## src/rtl/gfx_dma_queue.sv

```systemverilog
// Descriptor FIFO and sequencer that replays queued 8-byte copy descriptors onto the GfxDma register port.
// Optional feature macro GFX_DMA_QUEUE_IRQ_EN adds o_irq_b, asserted low once the queue drains.
module gfx_dma_queue #(
   parameter int DEPTH = 4,
   parameter int TMO   = 15
) (
   input  logic                       i_clk,
   input  logic                       i_rst_b,
   input  logic                       i_cpu_ce_b,
   input  logic                       i_cpu_we_b,
   input  logic [2:0]                 i_cpu_addr,
   input  logic [7:0]                 i_cpu_data,
   output logic                       o_dma_ce_b,
   output logic                       o_dma_we_b,
   output logic [2:0]                 o_dma_addr,
   output logic [7:0]                 o_dma_data,
   input  logic                       i_dma_active,
   output logic [$clog2(DEPTH+1)-1:0] o_count,
   output logic                       o_full,
   output logic                       o_empty,
   output logic                       o_busy,
   output logic                       o_overflow,
   output logic                       o_done
`ifdef GFX_DMA_QUEUE_IRQ_EN
   ,
   output logic                       o_irq_b
`endif
);

   localparam int AW = $clog2(DEPTH);
   localparam int CW = $clog2(DEPTH+1);
   localparam logic [AW-1:0] PTR_ONE = AW'(1);
   localparam logic [CW-1:0] CNT_ONE = CW'(1);

   typedef enum logic [1:0] {IDLE, LOAD, WAIT_START, WAIT_DONE} state_t;

   state_t          state;
   logic [2:0]      idx;
   logic            phase;
   logic [3:0]      tmo_cnt;
   logic [AW-1:0]   wr_ptr;
   logic [AW-1:0]   rd_ptr;
   logic [CW-1:0]   count;
   logic            overflow;
   logic [63:0]     mem [0:DEPTH-1];
   logic [63:0]     new_entry;
   logic [63:0]     head;
   logic [2:0]      idx_inc;

   logic cpu_wr, flush, push_req, push_ok, pop, busy, full, empty, start;

   assign cpu_wr   = !i_cpu_ce_b && !i_cpu_we_b;
   assign flush    = cpu_wr && (i_cpu_addr == 3'd7) && i_cpu_data[7];
   assign push_req = cpu_wr && (i_cpu_addr == 3'd7) && !i_cpu_data[7];
   assign full     = (count == CW'(DEPTH));
   assign empty    = (count == '0);
   assign busy     = (state != IDLE);
   assign push_ok  = push_req && !full;
   assign start    = (state == IDLE) && !empty && !i_dma_active && !flush;
   assign idx_inc  = idx + 3'd1;
   assign head     = mem[rd_ptr];

   // Completion is decided combinationally so a one-cycle copy can finish right after LOAD.
   assign pop = !i_dma_active &&
                ((state == WAIT_DONE) || ((state == WAIT_START) && (tmo_cnt == 4'(TMO))));

   for (genvar gi = 0; gi < 7; gi++) begin : g_stage
      logic [7:0] stage_byte;
      always_ff @(posedge i_clk or negedge i_rst_b) begin
         if (!i_rst_b)
            stage_byte <= '0;
         else if (cpu_wr && (i_cpu_addr == 3'(gi)))
            stage_byte <= i_cpu_data;
      end
      assign new_entry[8*gi +: 8] = stage_byte;
   end
   assign new_entry[63:56] = i_cpu_data;

   always_ff @(posedge i_clk) begin
      if (push_ok)
         mem[wr_ptr] <= new_entry;
   end

   always_ff @(posedge i_clk or negedge i_rst_b) begin
      if (!i_rst_b) begin
         wr_ptr   <= '0;
         rd_ptr   <= '0;
         count    <= '0;
         overflow <= 1'b0;
      end else if (flush) begin
         // Keep only the descriptor already on the DMA bus, unless it retires this very cycle.
         rd_ptr   <= rd_ptr + AW'(pop);
         overflow <= 1'b0;
         if (busy && !pop) begin
            wr_ptr <= rd_ptr + PTR_ONE;
            count  <= CNT_ONE;
         end else begin
            wr_ptr <= rd_ptr + AW'(pop);
            count  <= '0;
         end
      end else begin
         if (push_ok) wr_ptr <= wr_ptr + PTR_ONE;
         if (pop)     rd_ptr <= rd_ptr + PTR_ONE;
         count <= count + CW'(push_ok) - CW'(pop);
         if (push_req && full) overflow <= 1'b1;
      end
   end

   always_ff @(posedge i_clk or negedge i_rst_b) begin
      if (!i_rst_b) begin
         state      <= IDLE;
         idx        <= '0;
         phase      <= 1'b0;
         tmo_cnt    <= '0;
         o_dma_ce_b <= 1'b1;
         o_dma_we_b <= 1'b1;
         o_dma_addr <= '0;
         o_dma_data <= '0;
      end else begin
         case (state)
            IDLE: begin
               if (start) begin
                  state      <= LOAD;
                  idx        <= '0;
                  phase      <= 1'b0;
                  o_dma_addr <= '0;
                  o_dma_data <= head[7:0];
               end
            end
            LOAD: begin
               if (!phase) begin
                  phase      <= 1'b1;
                  o_dma_ce_b <= 1'b0;
                  o_dma_we_b <= 1'b0;
               end else begin
                  phase      <= 1'b0;
                  o_dma_ce_b <= 1'b1;
                  o_dma_we_b <= 1'b1;
                  if (idx == 3'd7) begin
                     state   <= WAIT_START;
                     tmo_cnt <= '0;
                  end else begin
                     idx        <= idx_inc;
                     o_dma_addr <= idx_inc;
                     o_dma_data <= head[{idx_inc, 3'b000} +: 8];
                  end
               end
            end
            WAIT_START: begin
               if (i_dma_active)
                  state <= WAIT_DONE;
               else if (pop)
                  state <= IDLE;
               else
                  tmo_cnt <= tmo_cnt + 4'd1;
            end
            WAIT_DONE: begin
               if (!i_dma_active)
                  state <= IDLE;
            end
            default: state <= IDLE;
         endcase
      end
   end

`ifdef GFX_DMA_QUEUE_IRQ_EN
   always_ff @(posedge i_clk or negedge i_rst_b) begin
      if (!i_rst_b)
         o_irq_b <= 1'b1;
      else if (push_ok || flush)
         o_irq_b <= 1'b1;
      else if (pop && (count == CNT_ONE))
         o_irq_b <= 1'b0;
   end
`endif

   assign o_count    = count;
   assign o_full     = full;
   assign o_empty    = empty;
   assign o_busy     = busy;
   assign o_overflow = overflow;
   assign o_done     = pop;

endmodule

```

## config.mk

```make
export PLATFORM = sky130hd
export DESIGN_NAME = gfx_dma_queue
export DESIGN_NICKNAME = d
export VERILOG_FILES = /design/src/rtl/gfx_dma_queue.sv
export SDC_FILE = /design/constraint.sdc
export NUM_CORES = 1
export LEC_CHECK = 0
export CORE_ASPECT_RATIO = 0.6
export CORE_MARGIN = 2
export CORE_UTILIZATION = 48
export DETAILED_ROUTE_END_ITERATION = 10
export PLACE_DENSITY_LB_ADDON = 0.25
export REMOVE_ABC_BUFFERS = 1
export SKIP_CTS_REPAIR_TIMING = 1
export SYNTH_ARGS = -nofsm -noshare
export SYNTH_HDL_FRONTEND = slang
export SYNTH_SLANG_ARGS = --single-unit
```

## constraint.sdc

```tcl
create_clock -name i_clk -period 3.68 [get_ports i_clk]
set_input_delay 0.92 -clock i_clk [delete_from_list [all_inputs] [get_ports i_clk]]
set_output_delay 0.92 -clock i_clk [all_outputs]
set_load 0.02 [all_outputs]
```

==> metrics.md <==
| Metric | Value |
|---|---|
| Drt drc | 0 |
| Detailed Route Iter0 Violations | 673 |
| # Max-Cap Violations | 0 |
| CP peak stage delay | 630 ps |
| Max_slew headroom | between 30% and 40% |
| CTS Buf Count | 30 |
| Core ar. | about 0.027 mm² |
| Clock skew | 12.99 ps |
| Met3 wire len | 2321 µm |
| Leak pwr | around 5.3 nW |
| Max-slew violation count | 0 |
| XOR/XNOR Fraction of Synth Area | 0.3935% |
| Worst endpoint data arrival time | around 2400 ps |
| Top post-synthesis cells by count | edfxtp_1, dfrtp_1, mux2_2, mux4_2, mux2i_1 |
| Most frequent cell after synthesis | edfxtp_1 |
| Post-synth EDFFs | around 260 |
| CP endpoint kind | output port |
| Final setup vio count | 0 |
| Synth area leaders | edfxtp_1, dfrtp_1, mux4_2 |
| Ys flop type | edfxtp_1 |
| Clk_lat worst skew | 580 ps |
| Clock sink total | about 340 |
| CP startpoint | i_dma_active |
| First-pass GRT wire length | between 40000 and 50000 µm |
| Worst Path Class, Setup | in2out |
| H-tree levels | 1 |
| Period utilisation layout | 89.89% |
| Antenna cells | 0 |
| Port buffer count | 36 |
| Reg-to-reg endpoint | o_dma_data[1] |
| Dpl ws | about 370 ps |
| Area share of and/or/nand/nor cells after synthesis | 3.317% |
| I/O pin total | 37 |
| R2R cell count | 5 |
| Vias | slightly below 7000 |
| FP Rows | 47 |
| WL/cell | 24.79 µm |
| Root Driver | clkbuf_16 |
| FF-to-FF Start | rd_ptr[0] |
| Yosys reg bits | around 340 |
| FFs w/ async S/R, synth | 24.48% |
| Crit path cell chain | clkdlybuf4s50_1 > nor2b_1 > nor2b_1 > clkdlybuf4s50_1 |
| Routability congestion estimate | between 0.8 and 0.9 |
| Total power | 11.24 mW |
| Max Root-Sink Buffers | 3 |
| Met1 WL | 13110 µm |
| Setup TNS | 0 ps |
| Critical-path maximum fanout | 2 |
| Slowest-stage cell, CP | clkdlybuf4s50_1 |
| Fraction of layout cells with a size suffix above 1 | a little over a quarter |
| WP data required | 2760 ps |
| Synth Area in Adders | 1.087% |
| Pin count of the biggest net entering global routing | between 60 and 70 |
| Pwr/cell area | roughly 730 mW/mm² |
| Area Overhead vs Synth | 14.83% |
| Final worst-path setup slack | roughly 370 ps |
| Mux cell area share after synthesis | between 10% and 20% |
| RSZ-0062 raised after global routing | false |
| Top-area cell type share of the netlist area | between 50% and 60% |
| Die area | 0.02921 mm² |
| Vias in the first global route | between 7000 and 8000 |
| Syn Inst Count | around 710 |
| Starting density of the core | around 49% |
| VDD IR max | around 530 µV |
| Routed met2 length | about 13000 µm |
| Gr usage total | ~21% |
| Global route overflow | 0 |
| Nets | between 800 and 900 |
| Util after Layout | 55.84% |
| Synth Area per Inst | ~19 µm² |
| Largest family of logic cells by synthesized area | multiplexers |
| Max Used Layer | met4 |
| CTS tree | yes |
| DIE HEIGHT | roughly 130 µm |
| Die W | roughly 220 µm |
| Drt first pass iters | 7 |
| Status | completed |
| Final WL | roughly 29000 µm |
| Initial antenna violation count | 0 |
| Yosys warns | 0 |
| Period minus WS final | 3308 ps |
| R2R Setup Slk | 940 ps |
| Hold Crit Class | in2async |
| Vias/cell | a little under 6 |
| Slew @ Worst Pin | about 1000 ps |
| Hold Violations, Final | 0 |
| Biggest area consumer among synthesized cells | edfxtp_1 |
| Final antenna-violating net count | 0 |
| Fmax | between 300 and 400 MHz |
| Worst-path clk slew | ~70 ps |
| Crit path launch type | primary input |
| Cell variety after synth | 46 |
| Post-detail-place hpwl | between 15000 and 20000 µm |
| Crit path to | o_done |
| Compound-gate portion of the synthesized area | approximately 4.4% |
| Register area share after synthesis | between 70 and 80% |
| Synth Cell Area | around 0.013 mm² |
==> layout make-up <==
class,instances,area [µm²]
inverter,8,30.03
timing repair buffer,64,655.6
sequential,339,9773
clock inverter,23,217.7
clock buffer,33,782.0
tap,367,459.2
multi-input combinational,331,3417
fill,2088,12130
==> registers in the layout, summed over array words and instances (netlist names), 2 cells and up <==
name                cells
mem                   256
state                   2
tmo_cnt                 4
o_count                 3
idx                     3
rd_ptr                  2
g_stage.stage_byte     56
o_dma_data              8
wr_ptr                  2
==> layout by cell type (no fill, tap or decap), types with 8 or more instances in the layout <==
cell type | synthesis | routed
o21ai_0 | 10 | 10
clkdlybuf4s50_1 | 0 | 35
edfxtp_1 | 256 | 256
inv_1 | 8 | 8
mux4_2 | 48 | 48
o32a_1 | 9 | 9
ha_1 | 10 | 10
buf_4 | 4 | 22
a22o_1 | 8 | 8
nor2_1 | 18 | 18
dfrtp_1 | 82 | 80
nor2b_1 | 9 | 9
nand2_1 | 23 | 23
a22oi_1 | 17 | 17
mux2i_1 | 29 | 29
clkbuf_16 | 0 | 30
mux2_2 | 72 | 72
a21oi_1 | 13 | 13
==> per-layer routing <==
layer | global-route usage, % | vias up
li1 | - | 2980
met1 | 31.57 | 3590
met2 | 30.39 | 253
met3 | 4.909 | 39
met4 | 4.542 | 0
met5 | 0 | -
==> how the worst min path moves through the flow <==
| stage | endpoint | start | cells after the start |
|---|---|---|---|
| floorplan | mem[0][0] | g_stage[0].stage_byte[0] | 0 |
| global placement | o_dma_we_b | o_dma_we_b | 2 |
| detailed placement | o_dma_we_b | o_dma_we_b | 2 |
| CTS | g_stage[6].stage_byte[5] | i_rst_b | 1 |
| global route | g_stage[6].stage_byte[5] | i_rst_b | 1 |
| finish | g_stage[6].stage_byte[5] | i_rst_b | 1 |
==> worst max-delay path: cells and delay by family <==
| kind | cells | cell delay (ps) |
|---|---|---|
| AND/OR/NAND/NOR | 2 | 410 |
| buffers and inverters | 2 | 1060 |
==> logic make-up (layout without fill, tap and decap cells) <==
family	Yosys count	in the layout
buffers and inverters	38	128
muxes	149	149
DFF	339	339
adders and majority gates	11	11
AOI/OAI and AO/OA	79	79
xor gates and xnor gates	6	6
and+or+nand+nor	86	86
==> through the flow <==
stage / std cells / hold slack, ps / area [µm²]
floorplan: 678 / 470.9 / 13210
global placement: 1109 / 464.1 / 14340
detailed placement: 1109 / 466.1 / 14340
CTS: 1165 / 381.0 / 15330
global route: 1165 / 398.8 / 15330
finish: 1165 / 362.0 / 15330
==> power by group <==
part | leakage (nW) | internal (mW) | total, mW | switching [mW]
Sequential | 3.32 | 4.59 | 5.18 | 0.594
Clock | 0.484 | 1.70 | 3.13 | 1.43
Combinational | 1.52 | 1.46 | 2.93 | 1.47
Power figures use the tool's default switching activity.
==> edit 1, RTL diff (config.mk and constraints unchanged) <==
The parameter `TMO` goes from 15 to 8.
--- a/src/rtl/gfx_dma_queue.sv
+++ b/src/rtl/gfx_dma_queue.sv
@@ -2,7 +2,7 @@
 // Optional feature macro GFX_DMA_QUEUE_IRQ_EN adds o_irq_b, asserted low once the queue drains.
 module gfx_dma_queue #(
    parameter int DEPTH = 4,
-   parameter int TMO   = 15
+   parameter int TMO   = 8
 ) (
    input  logic                       i_clk,
    input  logic                       i_rst_b,
Function: no difference found for any inputs over 4 cycles, from zero or initial values and one cycle with i_rst_b low; that may be too few to reach the edited logic, so the function may still have changed.
==> edit 1 against the unedited design <==
- design area decreased by 0.51%
- setup slack gained 64 ps
- sequential cell count unchanged
- total power decreased by 1.7%
- non-clock buffer count is 7 lower
- synthesized area is 0.47% higher
- routed wire length rose by 1.5%
- largest cell class unchanged
==> edit 1: results (changes against the unedited design) <==
GRT Util Overall: 0.206 (-0.000208)
First-pass GRT wire length: 44,300 um (+0.55%)
Leak: 5.43 nW (+2.1%)
GR Util met2: 0.298 (-0.00550)
Data arrival time of the critical path: 2320 ps (-70 ps)
Vias in the first global route: 7,160 (+1.4%)
Mux cell area share after synthesis: 0.147 (-0.0161)
Relative slew slack: 0.309 (-0.0179)
DRT iter0 DRCs: 649 (-3.6%)
Layout cells sized above 1: 0.200 (-0.0654)
Reg2reg start: tmo_cnt[0]
Placer Congestion: 0.833 (+2.3%)
DP Worst Slack: 65.2 ps (-306 ps)
Tmin final: 3240 ps (-63.6 ps)
FF-to-FF End: o_count[2]
Synth top cells by count: edfxtp_1 (256), dfrtp_1 (82), mux2_2 (59), mux2i_1 (59), nand2_1 (37)
Clock latency on the worst-skew pair: 560 ps (-20 ps)
Status: finished, final reports clean
Routed len/inst: 24.3 um (-1.9%)
Clock Skew: 20.4 ps (+7.44 ps)
Vias: 7,143 (+4.1%)
Pin count of the biggest net entering global routing: 65 (+3.2%)
Compound-Gate Fraction of Synth Area: 0.0500 (+0.00586)
P_comb: 2.83 mW (-3%)
DP Wirelength: 17,800 um (+4.1%)
Drt pass-1 iters: 5 (-2)
WHS: 369 ps (+7.08 ps)
Met1 global-route usage: 0.319 (+0.00360)
Final #Nets: 843 (+5.2%)
Filler cells: 2,100 (+0.57%)
## edit 1: cell types whose count changed after synthesis, sizes merged, moves of 13 or more
cell,change
a22oi,+19
mux2,-13
mux2i,+30
mux4,-16
nand2,+14
## edit 1: worst max-delay path by stage
stage / start / to
global placement: i_dma_active / o_done
global route: tmo_cnt[1] / o_done
floorplan: rd_ptr[0] / o_dma_data[7]
finish: i_dma_active / o_done
detailed placement: i_dma_active / o_done
CTS: i_dma_active / o_done
## edit 1: cell families after synthesis
group / after synthesis
flops: 339
mux: 150
simple gates: 111
compound gates: 97
buf+inv: 42
fa+ha+maj: 12
xor+xnor: 6
## edit 1: layout make-up
type	instances	area (um2)	area share
Clock buffer	47	906	0.0594
Clock inverter	9	73.8	0.00484
Inverter	11	41.3	0.00271
Multi-Input combinational cell	376	3430	0.225
Sequential cell	339	9770	0.640
Tap cell	367	459	0.0301
Timing Repair Buffer	57	581	0.0381
==> edit 2, RTL diff (same settings) <==
Without the edit above. The 4 states of `state_t` get a one-hot encoding in 4 bits.
--- a/src/rtl/gfx_dma_queue.sv
+++ b/src/rtl/gfx_dma_queue.sv
@@ -32,7 +32,7 @@
    localparam logic [AW-1:0] PTR_ONE = AW'(1);
    localparam logic [CW-1:0] CNT_ONE = CW'(1);
 
-   typedef enum logic [1:0] {IDLE, LOAD, WAIT_START, WAIT_DONE} state_t;
+   typedef enum logic [3:0] {IDLE = 4'b0001, LOAD = 4'b0010, WAIT_START = 4'b0100, WAIT_DONE = 4'b1000} state_t;
 
    state_t          state;
    logic [2:0]      idx;
Behaviour: same outputs for any inputs over 4 cycles, from zero or initial values and one cycle with i_rst_b low; so few cycles prove little.
==> edit 2 against the unedited design <==
- the run now ends with DRC left
- design area grew 1.9%
- sequential cell count grew 2
- maximum frequency shrank 6.7%
- synthesized area grew 2.3%
- setup slack lost 240 ps
- critical path depth grew 1
- clock power grew 2%
- routed wire length shrank 3.4%
- global-route usage shrank 1.4 points
- total power shrank 14%
- critical path type unchanged
==> edit 2: results (changes against the unedited design) <==
Status: finished with violations
Violated checks: DRC
Largest fanout on the critical path: 4 (+2)
DP Worst Slack: 156 ps (-215 ps)
DRT iter0 DRCs: 705 (+4.8%)
Seq/Total Area, Yosys: 0.719 (-0.0127)
Syn Inst Count: 772 (+9.0%)
Total CTS buffers: 31 (+3.3%)
Placed cell area: 14,600 um2 (+1.9%)
Data arrival time of the critical path: 2630 ps (+240 ps)
Post-synth top area share: 0.563 (-0.0130)
Layout cells sized above 1: 0.233 (-0.0326)
Placer Congestion: 0.806 (-0.99%)
Yosys cell types: 49 (+6.5%)
R2R setup slack: 1040 ps (+100 ps)
Worst-margin pin slew: 780 ps (-230 ps)
R2R cell count: 6 (+1)
Clock Skew: 24.2 ps (+11.2 ps)
Async SR Flop Fraction: 0.249 (+0.00443)
Inst Count DP: 1,164 (+5.0%)
Leak: 5.35 nW (+0.47%)
GRT Util Overall: 0.192 (-0.0139)
Remaining DRCs: 4 (+4)
WHS: 396 ps (+34.4 ps)
Drt pass-1 iters: 8 (+1)
Vias: 7,121 (+3.8%)
Vias in the first global route: 7,298 (+3.4%)
Internal Pwr Total: 7.08 mW (-8.6%)
XOR/XNOR share of the synthesized area: 0.00513 (+0.00119)
Routed len/inst: 22.9 um (-7.8%)
Mux cell area share after synthesis: 0.160 (-0.00332)
Pin count of the biggest net entering global routing: 65 (+3.2%)
==> edit 2: power groups by stage <==
stage,clock network (mW),logic [mW],registers [mW]
6_report,3.18,1.66,4.84
5_1_grt,3.40,1.79,4.90
4_1_cts,3.25,1.67,4.85
3_5_place_dp,0,1.66,4.93
3_3_place_gp,0,1.61,4.88
2_1_floorplan,0,0.873,4.97
==> edit 2: final cells by class <==
| class | instances | area (um2) |
|---|---|---|
| clock buffer | 37 | 818 |
| clock inverter | 20 | 195 |
| fill | 2082 | 12100 |
| inverter | 15 | 56.3 |
| multi-input combinational | 381 | 3600 |
| sequential | 341 | 9820 |
| tap | 367 | 459 |
| timing repair buffer | 60 | 676 |
==> edit 2: kinds of logic (layout without fill, tap and decap cells) <==
group	after synthesis	in the layout
simple gates	140	140
fa+ha+maj	11	11
flops	341	341
compound gates	78	78
buf+inv	50	132
xor+xnor	8	8
mux	144	144
==> edit 2: worst max-delay path by stage <==
| stage | startpoint | endpoint | slack (ps) | depth (start not counted) |
|---|---|---|---|---|
| after CTS | i_dma_active | o_done | 140 | 5 |
| after floorplan | rd_ptr[0] | o_dma_data[2] | -70 | 6 |
| after detailed placement | i_dma_active | o_done | 160 | 5 |
| after global routing | i_dma_active | o_done | 50 | 5 |
| after global placement | i_dma_active | o_done | 190 | 5 |
| final | i_dma_active | o_done | 130 | 5 |
==> edit 2: metal layers <==
metal,vias up,GRT usage,part of all wire
li1,3144,-,-
met1,3732,0.282,0.46
met2,204,0.306,0.46
met3,41,0.0368,0.064
met4,0,0.0402,0.019
met5,-,0,0
